[src/rtl/fifo_pkg.sv]
// Shared types and defaults for the switch FIFO project.
// Read-side FSM state encoding lives here so other stages can decode it.
package fifo_pkg;

  localparam int DATA_W_DEF = 8;

  typedef enum logic [1:0] {
    ST_IDLE  = 2'd0,
    ST_POP   = 2'd1,
    ST_LATCH = 2'd2,
    ST_HOLD  = 2'd3
  } state_t;

endpackage

[src/rtl/rise_detect.sv]
// Rising-edge pulse generator for an already-debounced level input.
// One flop plus an AND gate; reusable for any push-button.
module rise_detect (
  input  logic i_clk,
  input  logic i_rst_n,
  input  logic i_d,
  output logic o_rise
);

  logic r_q;

  always_ff @(posedge i_clk or negedge i_rst_n) begin
    if (!i_rst_n) begin
      r_q <= 1'b0;
    end else begin
      r_q <= i_d;
    end
  end

  assign o_rise = i_d & ~r_q;

endmodule

[src/rtl/fifo_rd_display.sv]
// Read-side consumer: pops one FIFO word at a time and holds it on
// the LEDs, in free-running or single-step mode, counting pops.
module fifo_rd_display
  import fifo_pkg::*;
#(
  parameter int DATA_W      = DATA_W_DEF,
  parameter int HOLD_CYCLES = 4,
  parameter int CNT_W       = 8
) (
  input  logic              clk_in,
  input  logic              reset_n,
  input  logic              run,
  input  logic              step,
  input  logic              clr,
  input  logic              fifo_empty,
  input  logic [DATA_W-1:0] fifo_rd_data,
  output logic              fifo_rd_en,
  output logic [DATA_W-1:0] led_out,
  output logic              led_valid,
  output logic [CNT_W-1:0]  pop_count,
  output logic              busy
);

  localparam int HW = $clog2(HOLD_CYCLES + 1);

  state_t            r_state;
  logic              r_pend;
  logic [HW-1:0]     r_hold;
  logic [DATA_W-1:0] r_led;
  logic              r_vld;
  logic [CNT_W-1:0]  r_cnt;
  logic              r_busy;
  logic              w_rise;

  rise_detect u_step_rise (
    .i_clk   (clk_in),
    .i_rst_n (reset_n),
    .i_d     (step),
    .o_rise  (w_rise)
  );

  assign fifo_rd_en = (r_state == ST_POP) && !fifo_empty;

  always_ff @(posedge clk_in or negedge reset_n) begin
    if (!reset_n) begin
      r_state <= ST_IDLE;
      r_pend  <= 1'b0;
      r_hold  <= '0;
      r_led   <= '0;
      r_vld   <= 1'b0;
      r_cnt   <= '0;
      r_busy  <= 1'b0;
    end else if (clr) begin
      r_state <= ST_IDLE;
      r_pend  <= 1'b0;
      r_hold  <= '0;
      r_led   <= '0;
      r_vld   <= 1'b0;
      r_cnt   <= '0;
      r_busy  <= 1'b0;
    end else begin
      // a new rise beats the consume, so a press during a pop is kept
      if (run) begin
        r_pend <= 1'b0;
      end else if (w_rise) begin
        r_pend <= 1'b1;
      end else if (fifo_rd_en) begin
        r_pend <= 1'b0;
      end
      unique case (r_state)
        ST_IDLE: begin
          if (!fifo_empty && (run || r_pend)) begin
            r_state <= ST_POP;
            r_busy  <= 1'b1;
          end
        end
        ST_POP: begin
          if (fifo_empty) begin
            r_state <= ST_IDLE;
            r_busy  <= 1'b0;
          end else begin
            r_state <= ST_LATCH;
          end
        end
        ST_LATCH: begin
          r_led   <= fifo_rd_data;
          r_vld   <= 1'b1;
          r_cnt   <= r_cnt + 1'b1;
          r_hold  <= HW'(HOLD_CYCLES - 1);
          r_state <= ST_HOLD;
        end
        ST_HOLD: begin
          if (r_hold == '0) begin
            r_state <= ST_IDLE;
            r_busy  <= 1'b0;
          end else begin
            r_hold <= r_hold - 1'b1;
          end
        end
        default: begin
          r_state <= ST_IDLE;
          r_busy  <= 1'b0;
        end
      endcase
    end
  end

  assign led_out   = r_led;
  assign led_valid = r_vld;
  assign pop_count = r_cnt;
  assign busy      = r_busy;

endmodule
[config.mk]
export PLATFORM = sky130hd
export DESIGN_NAME = fifo_rd_display
export DESIGN_NICKNAME = d
export VERILOG_FILES = /design/src/rtl/fifo_pkg.sv /design/src/rtl/rise_detect.sv /design/src/rtl/fifo_rd_display.sv
export SDC_FILE = /design/constraint.sdc
export NUM_CORES = 1
export LEC_CHECK = 0
export CAP_MARGIN = 20
export CORE_MARGIN = 4
export CORE_UTILIZATION = 25
export CTS_CLUSTER_DIAMETER = 200
export DETAILED_ROUTE_END_ITERATION = 6
export DONT_BUFFER_PORTS = 1
export PLACE_DENSITY_LB_ADDON = 0.3
export RECOVER_POWER = 100
export SKIP_LAST_GASP = 1
export SLEW_MARGIN = 15
export SYNTH_ARGS = -nofsm -noshare
export SYNTH_HDL_FRONTEND = slang
export SYNTH_SLANG_ARGS = --single-unit
[constraint.sdc]
create_clock -name clk_in -period 2.7 [get_ports clk_in]
set_clock_uncertainty 0.2 [all_clocks]
set_input_delay 0.405 -clock clk_in [delete_from_list [all_inputs] [get_ports clk_in]]
set_output_delay 0.405 -clock clk_in [all_outputs]
set_load 0.005 [all_outputs]
==> flow_summary.json <==
{
  "synth-edff-count": 0,
  "period_minus_slack_ns": 2.15,
  "clock_path_buffers": 2,
  "layout_common_cells": "25 x dfrtp_1, 18 x nor2_1, 9 x mux2i_1, 8 x inv_1, 7 x ha_1",
  "syn2layout_area_growth_pct": 12.1,
  "io_pins": 33,
  "required_ns": 2.69,
  "rows": 25,
  "root_buffer": "clkbuf_8",
  "ys_warn_count": 0,
  "postSynthAreaPerCell_um2": 10.6,
  "path_buf_inv": 2,
  "yosysTopAreaCell": "dfrtp_1",
  "drt_first_iter_violations": 25,
  "dieWidth_um": 79.0,
  "p_per_area_nw_per_um2": 568,
  "yosysUniqueCellTypes": 34,
  "vias": 860,
  "grt-busiest-layer": "met2",
  "synth_top_cell_area_share_pct": 49.7,
  "r2r_slack_ns": 0.55,
  "postRouteAntennaNets": 0,
  "numPortBuffers": 0,
  "clkSlewWorstSetupHoldPaths_ns": 0.09,
  "ctsResizeCount": 0,
  "final_common_cell": "dfrtp_1",
  "finalCoreUtilization_pct": 29.3,
  "h-tree-depth": 1,
  "critical_path_arrival_ns": 2.14,
  "synthesis.nets": 140,
  "cp_max_fo": 10,
  "synth_seq_area_share_pct": 49.7,
  "antenna_found_initial": 0,
  "layout-drive-gt1-share_pct": 5.60,
  "vias_per_cell": 4.48,
  "ir_drop_mv": 0.234,
  "use_met2_pct": 16.0,
  "diodes": 0,
  "tightest_slew_ns": 1.35,
  "grtUsageMet3_pct": 3.29,
  "use_met1_pct": 10.4,
  "die-area_um2": 6240,
  "power.leakage_nw": 0.591,
  "clkLatencyLatePin_ns": 0.26,
  "dp_cells": 183,
  "hold_viol_final": 0,
  "drt_pre_antenna_iters": 4,
  "grt_overflow": 0,
  "layout_setup_ws_ns": 0.551,
  "tns_ns": 0,
  "grt_pass1_vias": 917,
  "synthFlopType": "dfrtp_1",
  "post_cts_buffers": 0,
  "cts_made_buffers": 3,
  "initial_core_util_pct": 26.2,
  "multi_input_area_um2": 572,
  "max_freq_mhz": 465,
  "dp_hpwl_mm": 1.89,
  "cts_tree": "built",
  "slew_headroom_pct": 10.3,
  "hold_buffers": 5,
  "final_nets": 147,
  "finalNonFillerCells": 192,
  "cts.sinks": 25,
  "synthesis.area_um2": 1260,
  "hp-class": "in2reg",
  "cp_cell_sequence": "inv_1 > ha_1 > clkbuf_1 > nand3_1 > or3_1 > a21oi_1",
  "power_mw": 0.802,
  "finalMaxSlewViolations": 0,
  "gp_congestion": 0.651,
  "drt_wl_total_mm": 2.58,
  "outcome": "complete, no violations",
  "nFillCells": 514,
  "drc": 0,
  "regArea_um2": 626,
  "crit_family": "buffers and inverters",
  "startpoint_type": "flop",
  "worst_path_max_delay_cell": "clkbuf_1",
  "routedWlPerCell_um": 13.4,
  "dp_slack_ns": 0.668,
  "grt_pass1_wl_mm": 4.50,
  "period_share_pct": 79.6,
  "die_y_um": 79.0,
  "yosys-top-cells-area": "dfrtp_1 50%, mux2i_1 7.1%, ha_1 7.0%",
  "setup_violations": 0,
  "slowest_delay_ns": 0.48,
  "rsz0062_at_grt": "false",
  "critPathKind": "reg2reg",
  "max-cap-violations": 0,
  "ys_seq_elements": 25,
  "syn_inst": 119,
  "end_kind": "flop",
  "grt_max_degree": 26,
  "track_usage_pct": 8.99,
  "coreArea_um2": 4820,
  "async_flop_share_pct": 100
}
## synth_stat cells, types with 2 or more instances
master / instances
nand2_1: 3
a21oi_1: 4
buf_2: 3
mux2i_1: 9
inv_1: 8
nor2_1: 18
o21ai_0: 2
nor2b_1: 2
dfrtp_1: 25
nand3_1: 2
or3_1: 2
nor3_1: 3
xor2_1: 4
nand4_1: 2
nand2b_1: 5
a211oi_1: 3
ha_1: 7
## final timing paths
| path | from | to | depth (start not counted) |
|---|---|---|---|
| max in group asynchronous | reset_n | r_hold[1] | 2 |
| setup / recovery | r_state[0] | pop_count[6] | 6 |
| hold / removal | fifo_rd_data[0] | led_out[0] | 2 |
| min in group asynchronous | reset_n | pop_count[0] | 2 |
| hold reg to reg | led_valid | led_valid | 2 |
| setup reg to reg | r_state[0] | pop_count[6] | 6 |
## final cells by class
class / count / share of cell area, %
repair buffers: 7 / 3.90
clock buffers: 3 / 2.92
multi-input cells: 81 / 40.5
well taps: 67 / 5.93
clock inverters: 1 / 0.354
flip-flops and latches: 25 / 44.3
inverters: 8 / 2.13
## sequential cells by signal (all words and copies together) (netlist names)
signal / count
busy: 1
led_out: 8
led_valid: 1
pop_count: 8
r_hold: 3
r_pend: 1
r_state: 2
u_step_rise.r_q: 1
## per-stage QoR
stage,hold slack [ns],area (µm²)
global route,0.0913,1410
CTS,0.0889,1440
floorplan,-0.0906,1260
finish,0.0957,1410
global placement,-0.0900,1330
detailed placement,-0.0899,1330
## per-layer routing
metal	up-vias	share of wire, %
met5	-	0
met4	0	0.16
met3	2	6.3
met2	23	51
met1	412	42
li1	423	-
## cell families after synthesis
family	share of synthesized area, %
multiplexers	9.24
AO/OA/AOI/OAI	9.93
adder cells (fa/ha/maj)	6.95
XOR/XNOR	3.48
buffers and inverters	4.47
AND/OR/NAND/NOR	16.3
flip-flops	49.7
## power breakdown
group / switching (mW) / leakage (nW) / internal, mW / total [mW]
Sequential: 0.0254 / 0.343 / 0.399 / 0.425
Clock: 0.118 / 0.0255 / 0.103 / 0.221
Combinational: 0.0860 / 0.223 / 0.0704 / 0.156
Total: 0.230 / 0.591 / 0.573 / 0.802
(Power assumes the default switching activity.)
